**src/rtl/display_frame_sequencer.sv**
```systemverilog
// ---------------------------------------------------------------------------
// display_frame_sequencer
//
// Walks the display rows of one frame in order. For each row it addresses
// the background and foreground row sources, merges them under the
// foreground mask into a row buffer, and then streams that buffer to the
// display link as WORD_W-bit words over a valid/ready handshake.
//
// Ports
//   clk          rising-edge clock
//   rst_n        asynchronous active-low reset
//   frame_start  one-cycle frame request (ignored while busy)
//   row_idx      row addressed on both row sources
//   bg_row       background row at row_idx (pixel 0 = bit 0)
//   fg_row       foreground row at row_idx
//   fg_mask      1 = foreground pixel wins
//   out_data     pixel word, leftmost pixel in MSB
//   out_valid    out_data valid
//   out_ready    downstream accepts the word
//   out_sol      word 0 of a row
//   out_eof      last word of the frame
//   busy         frame in progress
//   frame_done   one-cycle pulse at frame completion
//   overrun      one-cycle pulse after frame_start arrives while busy
// ---------------------------------------------------------------------------
module display_frame_sequencer #(
   parameter int ROWS   = 40,
   parameter int ROW_W  = 256,
   parameter int WORD_W = 32
) (
   input  logic                                  clk,
   input  logic                                  rst_n,
   input  logic                                  frame_start,
   output logic [((ROWS > 1) ? $clog2(ROWS) : 1)-1:0] row_idx,
   input  logic [0:ROW_W-1]                      bg_row,
   input  logic [0:ROW_W-1]                      fg_row,
   input  logic [0:ROW_W-1]                      fg_mask,
   output logic [WORD_W-1:0]                     out_data,
   output logic                                  out_valid,
   input  logic                                  out_ready,
   output logic                                  out_sol,
   output logic                                  out_eof,
   output logic                                  busy,
   output logic                                  frame_done,
   output logic                                  overrun
);

   localparam int WPR = ROW_W / WORD_W;
   localparam int RW  = (ROWS > 1) ? $clog2(ROWS) : 1;
   localparam int KW  = (WPR > 1) ? $clog2(WPR) : 1;
   localparam logic [RW-1:0] LAST_ROW  = RW'(ROWS - 1);
   localparam logic [KW-1:0] LAST_WORD = KW'(WPR - 1);

   typedef enum logic [1:0] {IDLE, FETCH, SEND, DONE} state_t;

   state_t              state_q, state_d;
   logic [RW-1:0]       row_q, row_d;
   logic [KW-1:0]       word_q, word_d;
   logic [0:ROW_W-1]    row_buf_q, row_buf_d;
   logic [WORD_W-1:0]   out_data_q, out_data_d;
   logic                out_valid_q, out_valid_d;
   logic                out_sol_q, out_sol_d;
   logic                out_eof_q, out_eof_d;
   logic                busy_q, busy_d;
   logic                frame_done_q, frame_done_d;
   logic                overrun_q, overrun_d;

   logic [0:ROW_W-1]    composite;
   logic                xfer;
   logic [KW-1:0]       word_inc;

   // Word k covers pixels k*WORD_W .. k*WORD_W+WORD_W-1; the ascending
   // slice lands with its leftmost pixel in the MSB of the result.
   function automatic logic [WORD_W-1:0] word_of(input logic [0:ROW_W-1] r,
                                                 input logic [KW-1:0]    k);
      return r[int'(k)*WORD_W +: WORD_W];
   endfunction

   assign composite = (fg_row & fg_mask) | (bg_row & ~fg_mask);
   assign xfer      = out_valid_q && out_ready;
   assign word_inc  = word_q + 1'b1;

   // ---------------------------------------------------------------------
   // State register
   // ---------------------------------------------------------------------
   always_ff @(posedge clk or negedge rst_n) begin
      if (!rst_n) begin
         state_q      <= IDLE;
         row_q        <= '0;
         word_q       <= '0;
         row_buf_q    <= '0;
         out_data_q   <= '0;
         out_valid_q  <= 1'b0;
         out_sol_q    <= 1'b0;
         out_eof_q    <= 1'b0;
         busy_q       <= 1'b0;
         frame_done_q <= 1'b0;
         overrun_q    <= 1'b0;
      end else begin
         state_q      <= state_d;
         row_q        <= row_d;
         word_q       <= word_d;
         row_buf_q    <= row_buf_d;
         out_data_q   <= out_data_d;
         out_valid_q  <= out_valid_d;
         out_sol_q    <= out_sol_d;
         out_eof_q    <= out_eof_d;
         busy_q       <= busy_d;
         frame_done_q <= frame_done_d;
         overrun_q    <= overrun_d;
      end
   end

   // ---------------------------------------------------------------------
   // Next-state logic
   // ---------------------------------------------------------------------
   always_comb begin
      state_d = state_q;
      unique case (state_q)
         IDLE:  if (frame_start) state_d = FETCH;
         FETCH: state_d = SEND;
         SEND: begin
            if (xfer && (word_q == LAST_WORD)) begin
               state_d = (row_q == LAST_ROW) ? DONE : FETCH;
            end
         end
         DONE:  state_d = IDLE;
         default: state_d = IDLE;
      endcase
   end

   // ---------------------------------------------------------------------
   // Output / datapath logic
   // Every output is computed one cycle ahead from state_d so that the
   // registered outputs line up with the state they describe.
   // ---------------------------------------------------------------------
   always_comb begin
      row_d      = row_q;
      word_d     = word_q;
      row_buf_d  = row_buf_q;
      out_data_d = out_data_q;
      out_sol_d  = out_sol_q;
      out_eof_d  = out_eof_q;

      unique case (state_q)
         IDLE: begin
            row_d = '0;
         end
         FETCH: begin
            // Sources are sampled here only; word 0 is presented straight
            // from the merge so SEND starts without an extra bubble.
            row_buf_d  = composite;
            word_d     = '0;
            out_data_d = word_of(composite, '0);
            out_sol_d  = 1'b1;
            out_eof_d  = (row_q == LAST_ROW) && (LAST_WORD == '0);
         end
         SEND: begin
            if (xfer) begin
               if (word_q != LAST_WORD) begin
                  word_d     = word_inc;
                  out_data_d = word_of(row_buf_q, word_inc);
                  out_sol_d  = 1'b0;
                  out_eof_d  = (row_q == LAST_ROW) && (word_inc == LAST_WORD);
               end else begin
                  out_sol_d = 1'b0;
                  out_eof_d = 1'b0;
                  if (row_q != LAST_ROW) row_d = row_q + 1'b1;
               end
            end
         end
         DONE: begin
         end
         default: begin
         end
      endcase

      out_valid_d  = (state_d == SEND);
      busy_d       = (state_d != IDLE);
      frame_done_d = (state_d == DONE);
      overrun_d    = frame_start && (state_q != IDLE);
   end

   assign row_idx    = row_q;
   assign out_data   = out_data_q;
   assign out_valid  = out_valid_q;
   assign out_sol    = out_sol_q;
   assign out_eof    = out_eof_q;
   assign busy       = busy_q;
   assign frame_done = frame_done_q;
   assign overrun    = overrun_q;

endmodule

```
**config.mk**
```make
export PLATFORM = sky130hd
export DESIGN_NAME = display_frame_sequencer
export DESIGN_NICKNAME = d
export VERILOG_FILES = /design/src/rtl/display_frame_sequencer.sv
export SDC_FILE = /design/constraint.sdc
export NUM_CORES = 1
export LEC_CHECK = 0
export BUFFER_PORTS_ARGS = -buffer_cell sky130_fd_sc_hd__buf_2
export CAP_MARGIN = 20
export CORE_AREA = 2 2 318 320
export CTS_BUF_LIST = sky130_fd_sc_hd__clkbuf_8
export CTS_CLUSTER_DIAMETER = 50
export DETAILED_ROUTE_END_ITERATION = 8
export DIE_AREA = 0 0 320 322
export MAX_ROUTING_LAYER = met4
export PLACE_DENSITY = 0.47
export SYNTH_ARGS = -nofsm -noshare
export SYNTH_HDL_FRONTEND = slang
export SYNTH_SLANG_ARGS = --single-unit
```
**constraint.sdc**
```tcl
create_clock -name clk -period 2.1 [get_ports clk]
set_input_delay 0.42 -clock clk [delete_from_list [all_inputs] [get_ports clk]]
set_output_delay 0.42 -clock clk [all_outputs]
set_load 0.05 [all_outputs]
```
### Yosys cells after proc, flatten, opt, wreduce, memory -nomap -nowiden

Index checks and enable logic that the tools add are counted.

| storage, ports and cells | value |
|---|---|
| register bits after elaboration | 305 |
| input bits | 772 |
| output and inout port bits | 44 |
| logic and storage cells | 64 |

| cells by class | value |
|---|---|
| reduce and logical (&&, ||, !) cells | 12 |
| equal/unequal tests | 14 |
| bitwise logic cells | 5 |
| add/subtract/negate cells | 2 |
| shifts and indexed selects | 1 |
| multiplexer cells | 19 |

Operator list:

| kind | count |
|---|---|
| $and 256x256->256 | 2 |
| $shiftx 256x32->257 | 1 |
| $not 256->256 | 1 |
| $or 256x256->256 | 1 |
| $mux 32 | 2 |
| $pmux 32 s2 | 1 |
| $not 8->32 | 1 |
| $mux 6 | 3 |
| $pmux 6 s2 | 1 |
| $eq 2x2->1 const B | 4 |
| $ne 2x2->1 const B | 4 |
| $pmux 2 s4 | 1 |
| $reduce_bool 2->1 | 4 |
| $add 6x1->6 const B | 1 |
| $eq 3x3->1 const B | 2 |
| $eq 6x6->1 const B | 1 |
| $mux 2 | 3 |
| $mux 3 | 2 |
| $ne 6x6->1 const B | 1 |
| $pmux 3 s2 | 1 |
| $logic_and 1x1->1 | 4 |
| $pmux 1 s2 | 2 |
| $reduce_and 4->1 | 1 |
| $add 3x1->3 const B | 1 |
| 6 further kinds | 8 |

### Logic depth before layout (Yosys ltp)

Gate-level depths: netlist of run 1.

| logic depth | value |
|---|---|
| depth after elaboration | 6 |
| mapped depth | 9 |
| gate-level depth less buffers | 6 |

### Worst setup path before layout of run 1

No wires, ideal clock.

| path | value |
|---|---|
| path type | reg-to-reg |
| from | reg word_q[0] |
| to | reg out_data_q[11], in the netlist out_data[11] |
| arrival time | 2.082 ns |
| slack | -0.108 ns |
| path buffers | 4 |
| cell stages (with the launch flop) | 10 |
| setup time | 0.126 ns |
| cells stage by stage | dfrtp_1 -> buf_2 -> inv_1 -> ha_1 -> clkbuf_1 -> buf_2 -> buf_2 -> mux2i_1 -> o22ai_1 -> o32a_1 |

| between the ends | value |
|---|---|
| longest elaborated chain between the ends | 6 |
| elaborated cells on any way between the ends | 9 |
| those cells by class | 1 x add/sub; 2 x eq/ne; 1 x shift; 3 x mux; 1 x bitwise; 1 x reduce/logical |

RTL lines:

| item | line | RTL |
|---|---|---|
| start, declared | 58 | `logic [KW-1:0] word_q, word_d;` |
| start signal, assigned | 102 | `word_q <= word_d;` |
| $add 3x1->3 | 81 | `assign word_inc = word_q + 1'b1;` |
| $not 8->32 (not written as such) | 76 | `return r[int'(k)*WORD_W +: WORD_W];` |
| $shiftx 256x32->257 | 76 |  |
| $mux 32 | 160 | `if (word_q != LAST_WORD) begin` |
| $mux 32 | 159 | `if (xfer) begin` |
| $pmux 32 s2 | 145 | `unique case (state_q)` |
| end signal, assigned | 104 | `out_data_q <= out_data_d;` |
| end, declared | 60 | `logic [WORD_W-1:0] out_data_q, out_data_d;` |

Parallel ways exist; a longest one is shown, timed or not. The select of a mux whose other input is x is not followed.
A chain may end at the register's enable or synchronous reset.

### Worst setup path in the final report of run 1

Ends and elaborated chain as after synthesis.

==> results.txt, run 1 <==
The number of maximum-capacitance constraint violations is 0. STA classifies the critical path startpoint as a register. The number of nets with antenna violations after routing came out at 0. The via count of the first global-routing pass is roughly 15,000. During synthesis, Yosys emitted a total of 0 warnings.

The depth of the worst register-to-register path came out at 7. The final weighted congestion in routability-driven placement is 0.811. After detailed routing, the average wire length per cell comes to just under 20 µm. The gate count of the mapped netlist is around 1,500. The routed design has about 73,000 µm of wire. The reported leakage power is approximately 0.012 µW.

The average cell area after synthesis is a little over 10 µm². The nature of the critical path endpoint is a register. The H-tree generated during clock tree synthesis spans 2 levels. For this design the top-level I/O count stands at 816. The die area is slightly above 100,000 µm². The floorplan step set the die width to ~320 µm.

The detailed-route via count came out at around 15,000. The final-report hold violation count came out at 0. The setup skew after layout came out at 0.0368 ns.

Summing all multi-input logic gate instances after layout gives between 7000 and 8000 µm². The count of fill cells added during filler insertion is ~11,000. For this configuration, the core starts out at a cell density of between 10% and 20%.

The clock insertion delay at the later pin of the skew report came out at between 0.6 and 0.7 ns. The worst hold path was traced through 3 stages. The area of the mapped netlist came out at around 16,000 µm².

The power density over the cells came out at 1220 nW/µm². The share of the clock period used by the worst path after layout came out at between 90% and 100%. The time the worst path needs with I/O delays and setup is ~2.1 ns. The number of clock sinks is roughly 300. The first-pass GRT wire length came out at 102,000 µm. The maximum number of pins on one net before global-route repair came out at about 110. The worst slew margin relative to its limit came out at about 57%. The number of slew-limit violations in the final report came to 0. In the post-synthesis netlist, the biggest area contributors are dfrtp_1, mux2i_1, o21ai_0. The path category of the worst min-delay check is primary input to register. The top-area cell type share of the netlist area came out at between 40% and 50%. The initial DRC count is approximately 750. The post-synthesis net count is 2,279. The post-layout instance area is roughly 24,000 µm². The start point of the worst min-delay path is bg_row[190]. The data required time at the worst endpoint came out at approximately 2.7 ns. The endpoint arrival time on the critical path came out at 2.64 ns. The worst-case IR drop observed on VDD is approximately 480 µV. The root buffer cell chosen for the clock tree is clkbuf_8. The combined global-route utilization of all metal layers is between 10% and 20%.

The synthesis-to-layout area growth came out at 51.8%. By startpoint and endpoint, the worst setup path is classified as register to register. For this run, design rule violations remaining after detail routing come to 0. The core area came out at between 90,000 and 100,000 µm².

Counting the buffers created by CTS gives around 60. During placement, the flow inserted port buffers numbering between 800 and 900. The synthesized netlist contains 38 unique library cells. The total of endpoints with negative setup slack in the final report is 0. The path with the worst hold slack has its endpoint at row_buf_q[190]$_DFFE_PN0N_. Setup repair after global routing could not meet its margin everywhere. Dividing the detail-routed via count by the number of cells gives just under 4. The initial antenna violation count is 13. The startpoint identified for the worst register-to-register timing path is word_q[0]$_DFFE_PN0P_. The transition time at the pin with the least slew margin is around 0.62 ns. The synthesized design spends more area on one cell type than any other, namely dfrtp_1.

The floorplan row count is between 100 and 150. The number of setup buffers added after CTS came out at 0. The run finished with clean final reports.

The sequential cell area is between 7000 and 8000 µm². In the final design database the tool counted 3,167 nets. After layout, the design draws a total of just under 30,000 µW. The iteration count of the initial detailed-routing pass came out at 4.

The endpoint identified for the worst register-to-register timing path is out_data[11]$_DFFE_PN0P_. The clock slew seen by the registers of the worst setup and hold paths is 0.06 ns. The HPWL after detailed placement came out at 59,500 µm. The number of synthesized register bits is between 300 and 400. TritonCTS built the clock tree. The register-to-register setup slack is ~0.037 ns. The share of final-layout standard cells stronger than drive strength 1 is 41.6%. After global routing the overflow that remains totals 0. For this run, the register share of the synthesized area comes to 49.0%.

After detailed placement, the total cell area comes to 21,800 µm². The die span in y is ~320 µm. Along the worst path, the maximum fanout reaches 10. The maximum count of clock buffers along a single path came out at 3.

For this run, the top clock speed supported by timing is 0.485 GHz.
==> metal layers <==
layer,routed length (µm),vias to the layer above,part of all wire [%],track usage [%]
met4,1950,0,2.7,4.08
met1,34200,6812,47,18.7
met5,0,-,0,-
met2,33200,514,46,21.8
li1,-,7254,-,-
met3,3570,96,4.9,2.41
==> Yosys cell counts, drive strengths merged <==
library cell,count
clkbuf,45
or3,2
nand4b,2
o221ai,32
nor2b,1
nand4,1
inv,3
nor2,39
and3,1
a41o,1
nand2b,2
o211ai,1
nor3,2
and4bb,1
a31oi,1
nand3,13
and2b,1
dfrtp,305
a221oi,1
o32a,32
ha,4
a31o,2
or2,3
a21oi,3
o21ai,266
o311ai,1
o22ai,32
and2,1
nand2,265
mux2i,387
mux2,1
o21a,1
buf,51
==> how the worst max path moves through the flow <==
stage	startpoint	end	slack (ns)	cells after the start
finish	word_q[0]$_DFFE_PN0P_	out_data[11]$_DFFE_PN0P_	0.04	7
floorplan	word_q[0]$_DFFE_PN0P_	out_data[11]$_DFFE_PN0P_	0.01	9
detailed placement	word_q[0]$_DFFE_PN0P_	out_data[11]$_DFFE_PN0P_	-0.13	7
global placement	word_q[0]$_DFFE_PN0P_	out_data[11]$_DFFE_PN0P_	-0.09	7
global route	word_q[0]$_DFFE_PN0P_	out_data[11]$_DFFE_PN0P_	-0.009	7
CTS	word_q[0]$_DFFE_PN0P_	out_data[11]$_DFFE_PN0P_	0.02	7
==> flip-flops by register name, indices dropped and copies added, names as in the netlist, 2 cells and up <==
signal     cells
out_data      32
row_buf_q    256
row_idx        6
state_q        2
word_q         3
==> final cells by class <==
cell class                      instances  area share [%]
Clock inverter                         35            1.33
Sequential cell                       305            32.3
Clock buffer                           79            4.60
Antenna cell                            9          0.0953
Multi-Input combinational cell       1099            32.1
Inverter                                3          0.0476
Timing Repair Buffer                  921            22.6
Tap cell                             1298            6.87
==> logic make-up after synthesis <==
kind of cell               after synthesis  synth area share (%)
muxes                                  388                  24.9
and+or+nand+nor                        334                  8.57
AOI/OAI and AO/OA                      373                  14.3
buffers and inverters                   99                  2.85
adders and majority gates                4                 0.321
DFF                                    305                  49.0
==> critical path, cell delays in order, from the launching register on <==
cell	delay [ns]
dfrtp_4	0.50
ha_2	0.21
ha_4	0.29
inv_2	0.07
or3_4	0.41
buf_12	0.17
o22ai_2	0.17
o32a_1	0.17
==> metrics by stage <==
step | setup WS (ns) | std cells | hold slack, ns | TNS, ns | util, %
after floorplan | 0.0134 | 1503 | 0.124 | 0 | -
after global placement | -0.0923 | 3590 | 0.355 | -0.803 | 21.9
after global routing | -0.00892 | 3748 | 0.0253 | -0.0164 | 23.7
after detailed placement | -0.126 | 3590 | 0.353 | -1.69 | 21.9
final | 0.0373 | 3749 | 0.0679 | 0 | 23.7
after CTS | 0.0223 | 3740 | 0.0000540 | 0 | 23.7
==> layout by cell type, fill, tap and decap left out, drive strengths merged <==
cell	Yosys	layout
mux2	1	1
nor2b	1	1
nand4b	2	2
a221oi	1	1
nor3	2	2
a41o	1	1
o221ai	32	32
o211ai	1	1
diode	0	9
o21ai	266	266
dfrtp	305	305
nand4	1	1
a21oi	3	3
or2	3	3
clkinvlp	0	6
inv	3	17
o21a	1	1
and4bb	1	1
a31oi	1	1
dlygate4sd3	0	36
and3	1	1
o32a	32	32
mux2i	387	387
and2b	1	1
a31o	2	2
nand2	265	265
clkinv	0	10
or3	2	2
buf	51	885
o311ai	1	1
o22ai	32	32
and2	1	1
clkbuf	45	79
bufinv	0	5
nand2b	2	2
nor2	39	39
ha	4	4
nand3	13	13
==> report_power, final <==
group / switching [µW] / total, µW / internal [µW]
Sequential: 1920 / 10600 / 8710
Combinational: 6750 / 11300 / 4550
Clock: 2890 / 6910 / 4010
==> repair_timing <==
action / in CTS / in global routing
hold buffers: 36 / 0
endpoints found under the hold margin: 148 / 0
setup endpoints to repair: 32 / 10
gates resized for setup: 4 / 8
gates cloned: 0 / 0
Note: power is estimated with default switching activity, not from simulation.
==> run 2: changes to the inputs <==
--- a/config.mk
+++ b/config.mk
@@ -7,13 +7,13 @@
 export LEC_CHECK = 0
 export BUFFER_PORTS_ARGS = -buffer_cell sky130_fd_sc_hd__buf_2
 export CAP_MARGIN = 20
-export CORE_AREA = 2 2 318 320
+export CORE_AREA = 2 2 322 324
 export CTS_BUF_LIST = sky130_fd_sc_hd__clkbuf_8
 export CTS_CLUSTER_DIAMETER = 50
 export DETAILED_ROUTE_END_ITERATION = 8
-export DIE_AREA = 0 0 320 322
+export DIE_AREA = 0 0 324 326
 export MAX_ROUTING_LAYER = met4
-export PLACE_DENSITY = 0.47
+export PLACE_DENSITY = 0.46
 export SYNTH_ARGS = -nofsm -noshare
 export SYNTH_HDL_FRONTEND = slang
 export SYNTH_SLANG_ARGS = --single-unit
==> constraint.sdc (replaced) <==
create_clock -name clk -period 2.45 [get_ports clk]
set_input_delay 0.49 -clock clk [delete_from_list [all_inputs] [get_ports clk]]
set_output_delay 0.49 -clock clk [all_outputs]
set_load 0.05 [all_outputs]
==> results.txt, run 2 (synthesis results as in run 1) <==
The biggest cell delay along the critical path came out at 0.49 ns (about the same). The combined global-route utilization of all metal layers is 14.5% (+0.51 points). The number of buffers added on ports came out at 815 (unchanged). The most frequent cell on the critical path is ha_1.

The largest voltage drop on the vdd net is 424 µV (-12%). The count of nets after finishing came out at 3,131 (-1.1%). The total of endpoints with negative setup slack in the final report came to 0 (unchanged). The combinational share of power is 37.1% (-2.1 points). In this run the clock root is driven by a clkbuf_8. Setup repair after global routing left no endpoint under its margin. The startpoint kind of the worst setup timing path is a register. The upper clock frequency limit is 0.430 GHz (-11%).

The floorplan row count came out at 118 (+1.7%). The library cells used most frequently in the layout, excluding fill and tap cells, are buf_2, mux2i_1, dfrtp_1. The post-layout instance area came out at 23,300 µm² (-1.3%).

The final core utilization is 22.7% (-1.0 points). The internal power contribution is 15,100 µW (-12%). The worst slew margin relative to its limit came out at 46.5% (-11 points). The total placed instance area was 21,700 µm² (-0.39%). The via density per instance came out at 3.92 (about the same). The final-report hold violation count came out at 0 (unchanged). The reported leakage power is 0.0118 µW (-1.2%).

The cell type of the slowest stage on the worst timing path is dfrtp_4. The worst-path maximum fanout is 11 (+1). The transition time at the pin with the least slew margin is 0.803 ns (+0.179 ns). The setup skew after layout is 0.0266 ns (-0.0103 ns). For hold timing, the worst endpoint is row_buf_q[172]$_DFFE_PN0N_. The overall die width was 324 µm (+1.3%).

The switching share of power came to 40.6% (+0.52 points). The clock slew seen by the registers of the worst setup and hold paths is 0.06 ns (about the same). The CTS buffer count came out at 70 (+15%). The worst hold margin was 0.125 ns (+0.0575 ns). The number of clock sinks came out at 305 (unchanged). The residual DRC count is 0 (unchanged). The HPWL after detailed placement came out at 62,400 µm (+4.9%).

The via count of the first global-routing pass is 15,104 (-0.26%). The maximum count of clock buffers along a single path is 3 (unchanged). The final sum of negative setup slack was 0 ns (unchanged). The depth of the worst register-to-register path came out at 7 (unchanged). The share of total power in the clock network is 26.1% (+2.1 points). The number of slew-limit violations in the final report came out at 0 (unchanged). The detailed-route via count came to 14,857 (+1.2%). The number of H-tree levels is 3 (+1). The share of final-layout standard cells stronger than drive strength 1 was 42.0% (+0.40 points). The die span in y came to 326 µm (+1.2%). The power density over the cells came out at 1090 nW/µm² (-11%). The routed wire length was 76,700 µm (+5.2%). The total net switching power came out at 10,300 µW (-11%). The effective utilization at floorplan was 15.2% (-0.46 points).

The path category of the worst min-delay check is primary input to register. The initial antenna violation count came out at 23 (+10). The die area came out at 106,000 µm² (+2.5%). Traced cell by cell, the critical path runs through ha_1 -> ha_1 -> inv_2 -> or3_1 -> buf_4 -> o22ai_1 -> o32a_1. The endpoint arrival time on the critical path is 2.91 ns (+0.27 ns). The number of cells traversed by the worst hold path came to 3 (unchanged). The number of maximum-capacitance constraint violations is 0 (unchanged). The number of nets with antenna violations after routing is 0 (unchanged). The clock insertion delay at the later pin of the skew report came out at 0.64 ns (-0.03 ns). The register-to-register setup slack is 0.12 ns (+0.09 ns).

STA classifies the critical path endpoint as a register. The worst setup path is of the register to register kind. The share of the clock period used by the worst path after layout came out at 94.9% (-3.3 points). The synthesis-to-layout area growth is 49.8%.

The final weighted congestion in routability-driven placement came to 0.792 (-2.3%). The leftover overflow at the end of global routing is 0 (unchanged). The critical path buffer and inverter count was 2 (unchanged). The endpoint identified for the worst register-to-register timing path is out_data[20]$_DFFE_PN0P_. The core area is 103,000 µm² (+3.1%).

The flip-flop count of the largest register after layout came out at 256 (unchanged). The first-pass GRT wire length came out at 106,000 µm (+3.8%). The flow ran to the end, and the final reports show no timing, DRC or antenna violations. TritonCTS built the clock tree.

The maximum number of pins on one net before global-route repair came to 74 (-31%). The top-level port count is 816 (unchanged). The iteration count of the initial detailed-routing pass came out at 5 (+1). The initial DRC count is 783 (+4.0%).

The library cell used most frequently in the layout, excluding fill and tap cells, is buf_2. The time the worst path needs with I/O delays and setup came out at 2.33 ns (+0.263 ns). The start point of the worst min-delay path is fg_row[172]. The sequential share of power came out at 36.8% (about the same). The cell family contributing the most delay on the critical path is adder cells.

The number of setup buffers added after CTS is 0 (unchanged). The detailed-route wire length per cell came out at 20.2 µm (+3.9%). In this run the critical register-to-register path is launched from word_q[0]$_DFFE_PN0P_. The power after layout came out at 25,500 µW (-12%). The register with the most flip-flops in the final layout is row_buf_q.

The data required time at the worst endpoint came out at 3.03 ns (+0.35 ns).
[run 2: what timing repair did]
action / in CTS / in global routing
gates resized for setup: 0 / 1
hold endpoints to repair: 34 / 0
hold buffers: 1 / 0
setup endpoints to repair: 0 / 4
[run 2: layer usage]
metal / wire (µm) / GRT usage (%)
met3: 4090 / 2.52
met1: 35900 / 19.6
met5: 0 / -
met4: 2130 / 4.06
met2: 34600 / 22.2
[run 2: worst min-delay path, stage by stage]
cell,delay [ns]
buf_2,0.07
mux2i_1,0.05
o21ai_0,0.12
[run 2: power groups by stage]
stage | clock network (µW) | registers (µW) | logic [µW]
6_report | 6650 | 9370 | 9440
2_1_floorplan | 0 | 9460 | 5140
4_1_cts | 6960 | 9430 | 9640
5_1_grt | 7170 | 9660 | 10500
3_3_place_gp | 0 | 9630 | 9450
3_5_place_dp | 0 | 9480 | 9630
[run 2: worst max-delay path by stage]
stage          slack (ns)                   from  cells after the start                       end
6_report             0.12  word_q[0]$_DFFE_PN0P_                      7  out_data[20]$_DFFE_PN0P_
2_1_floorplan        0.24  word_q[0]$_DFFE_PN0P_                      9  out_data[11]$_DFFE_PN0P_
5_1_grt            0.0005  word_q[0]$_DFFE_PN0P_                      7  out_data[12]$_DFFE_PN0P_
4_1_cts              0.08  word_q[0]$_DFFE_PN0P_                      6  out_data[30]$_DFFE_PN0P_
3_3_place_gp         0.11  word_q[0]$_DFFE_PN0P_                      6  out_data[28]$_DFFE_PN0P_
3_5_place_dp         0.11  word_q[0]$_DFFE_PN0P_                      6  out_data[27]$_DFFE_PN0P_
[run 2: metrics by stage]
step           setup slack (ns)  instances
2_1_floorplan             0.242       1503
3_3_place_gp              0.110       3662
3_5_place_dp              0.113       3662
4_1_cts                  0.0753       3789
5_1_grt                0.000503       3793
6_report                  0.124       3794
[run 2: layout make-up]
class | instances | area, µm²
flip-flops and latches | 305 | 7640
diodes | 5 | 12.5
inverters | 3 | 11.3
clock buffers | 88 | 1210
fillers | 11253 | 79300
repair buffers | 876 | 4800
clock inverters | 38 | 388
multi-input cells | 1099 | 7540
well taps | 1380 | 1730
==> run 3: changes to the inputs <==
--- a/config.mk
+++ b/config.mk
@@ -8,7 +8,6 @@
 export BUFFER_PORTS_ARGS = -buffer_cell sky130_fd_sc_hd__buf_2
 export CAP_MARGIN = 20
 export CORE_AREA = 2 2 322 324
-export CTS_BUF_LIST = sky130_fd_sc_hd__clkbuf_8
 export CTS_CLUSTER_DIAMETER = 50
 export DETAILED_ROUTE_END_ITERATION = 8
 export DIE_AREA = 0 0 324 326
==> results.txt, run 3 (synthesis results as in run 1) <==
The transition time at the pin with the least slew margin came out at 0.787 ns (-0.0152 ns). The synthesis-to-layout area growth came out at 52.8%. The most frequent standard cell in the layout excluding fill and tap cells is buf_2.

The detailed-route wire length per cell was 20.4 µm (+0.68%). The leftover overflow at the end of global routing was 0 (unchanged). The number of buffers added on ports came out at 815 (unchanged). The time the worst path needs with I/O delays and setup came out at 2.29 ns (-0.0341 ns). The residual DRC count came to 0 (unchanged).

The library cells used most frequently in the layout, excluding fill and tap cells, are buf_2, mux2i_1, dfrtp_1. The register with the highest flop count is row_buf_q. The detailed-route via count came to 14,775 (-0.55%). The reported leakage power is 0.0120 µW (+1.2%). The maximum number of pins on one net before global-route repair was 74 (unchanged). The startpoint of the worst-slack reg-to-reg timing path is word_q[0]$_DFFE_PN0P_. The number of cells traversed by the worst hold path is 3 (unchanged). The worst-path maximum fanout is 11 (unchanged).

The count of non-filler cells in the finished layout is 3,778 (-0.42%). The number of H-tree levels is 2 (-1). The largest voltage drop on the vdd net came out at 610 µV (+44%).

The worst slew margin relative to its limit came out at 47.5% (+1.0 points). The floorplan row count came out at 118 (unchanged). The worst path setup slack after routing is 0.158 ns (+0.0341 ns).

The startpoint identified for the worst hold timing path is bg_row[143]. The core area is 103,000 µm² (unchanged). The worst flop-to-flop path endpoint is out_data[11]$_DFFE_PN0P_.

The via count of the first global-routing pass came out at 15,089 (-0.099%). The die area was 106,000 µm² (unchanged). The overall die width is 324 µm (unchanged).

The CTS buffer count is 59 (-16%). The final-report hold violation count came to 0 (unchanged). The maximum count of clock buffers along a single path came out at 3 (unchanged). The setup path with the least slack is of type register to register. The number of maximum-capacitance constraint violations came out at 0 (unchanged). The number of nets with antenna violations after routing is 0 (unchanged). The power after layout was 27,300 µW (+7.3%). The worst hold path belongs to the class primary input to register. The number of setup buffers added after CTS is 0 (unchanged). The clock slew seen by the registers of the worst setup and hold paths is 0.06 ns (about the same).

The depth of the worst register-to-register path is 7 (unchanged). STA classifies the critical path endpoint as a register. The register-to-register setup slack is 0.16 ns (+0.03 ns). The initial DRC count came to 849 (+8.4%). The count of nets after finishing came to 3,120 (-0.35%). The CTS tree is built. The via density per instance came out at 3.91 (-0.13%).

The data required time at the worst endpoint is 2.98 ns (-0.05 ns). The upper clock frequency limit came out at 0.436 GHz (+1.5%). The HPWL after detailed placement came out at 62,400 µm (unchanged).

The path with the worst hold slack has its endpoint at row_buf_q[143]$_DFFE_PN0N_. The effective utilization at floorplan was 15.2% (unchanged). The setup skew after layout came to 0.0359 ns (+0.00932 ns). The combined global-route utilization of all metal layers is 14.5% (-0.046 points). The flip-flop count of the largest register after layout is 256 (unchanged). The pre-CTS setup slack came out at 0.113 ns (unchanged). The flow ran to the end, and the final reports show no timing, DRC or antenna violations. The die span in y is 326 µm (unchanged). The power density over the cells came out at 1150 nW/µm² (+5.2%).

The final sum of negative setup slack is 0 ns (unchanged). The endpoint arrival time on the critical path is 2.82 ns (-0.09 ns). The startpoint kind of the worst setup timing path is a register.

The number of slew-limit violations in the final report was 0 (unchanged). The first-pass GRT wire length is 106,000 µm (+0.30%). The final weighted congestion in routability-driven placement came out at 0.792 (unchanged). The share of the clock period used by the worst path after layout was 93.5% (-1.4 points). The iteration count of the initial detailed-routing pass came out at 5 (unchanged). The number of clock sinks came out at 305 (unchanged).

Setup repair after global routing left no endpoint under its margin. The initial antenna violation count came out at 22 (-4.3%). CTS placed an instance of clkbuf_16 at the clock tree root. The share of final-layout standard cells stronger than drive strength 1 was 41.9% (-0.095 points).

In this run the worst setup path begins at word_q[0]$_DFFE_PN0P_. The top-level port count is 816 (unchanged). The clock insertion delay at the later pin of the skew report is 0.63 ns (about the same). The total of endpoints with negative setup slack in the final report came out at 0 (unchanged).

The routed wire length was 76,900 µm (+0.26%). The cell total after placement is 3,662 (unchanged).
## run 3: cell types whose count changed in the layout (fill, tap and decap cells not counted), sizes merged
cell      previous run  this run
inv                 18        21
clkinvlp             3         6
clkbuf              88        67
clkinv              14        13
## run 3: worst max-delay path by stage
stage,end,slack (ns),cells after the start
floorplan,out_data[11]$_DFFE_PN0P_,0.24,9
global placement,out_data[28]$_DFFE_PN0P_,0.11,6
detailed placement,out_data[27]$_DFFE_PN0P_,0.11,6
CTS,out_data[5]$_DFFE_PN0P_,0.07,6
global route,out_data[12]$_DFFE_PN0P_,0.05,7
finish,out_data[11]$_DFFE_PN0P_,0.16,7
## run 3: where the power goes
| group | switching (µW) | internal, µW | leakage (µW) | total, µW |
|---|---|---|---|---|
| logic | 5730 | 3710 | 0.00726 | 9440 |
| registers | 1910 | 7470 | 0.00372 | 9380 |
| clock network | 3200 | 5300 | 0.00100 | 8500 |
| total | 10800 | 16500 | 0.0120 | 27300 |
## run 3: layout make-up
cell class / count / area [µm²]
diodes: 5 / 12.5
clock buffers: 67 / 1560
clock inverters: 43 / 513
fillers: 11185 / 78800
inverters: 3 / 11.3
multi-input cells: 1099 / 7540
flip-flops and latches: 305 / 7640
well taps: 1380 / 1730
repair buffers: 876 / 4800
## run 3: critical path, cell delays in order, from the launching register on
cell     delay, ns
dfrtp_4       0.49
ha_1          0.21
ha_2          0.41
inv_2         0.10
or3_1         0.39
buf_4         0.22
o22ai_1       0.19
o32a_1        0.17
## run 3: routing by layer
metal  share of wire, %  global-route usage [%]
met1                 47                    19.8
met2                 45                    22.2
met3                5.1                    2.16
met4                2.8                    4.07
met5                  0                       -
## run 3: timing repair
| action | CTS | global route |
|---|---|---|
| endpoints found under the setup margin | 0 | 7 |
| gates resized for setup | 0 | 2 |
| hold endpoints to repair | 34 | 0 |
| hold buffers | 1 | 0 |
## run 3: through the flow
stage | util [%] | instance area (µm²) | hold WS [ns]
floorplan | - | 15600 | 0.194
global placement | 21.1 | 21700 | 0.456
detailed placement | 21.1 | 21700 | 0.455
CTS | 23.2 | 23800 | 0.0945
global route | 23.2 | 23800 | 0.120
finish | 23.2 | 23800 | 0.150
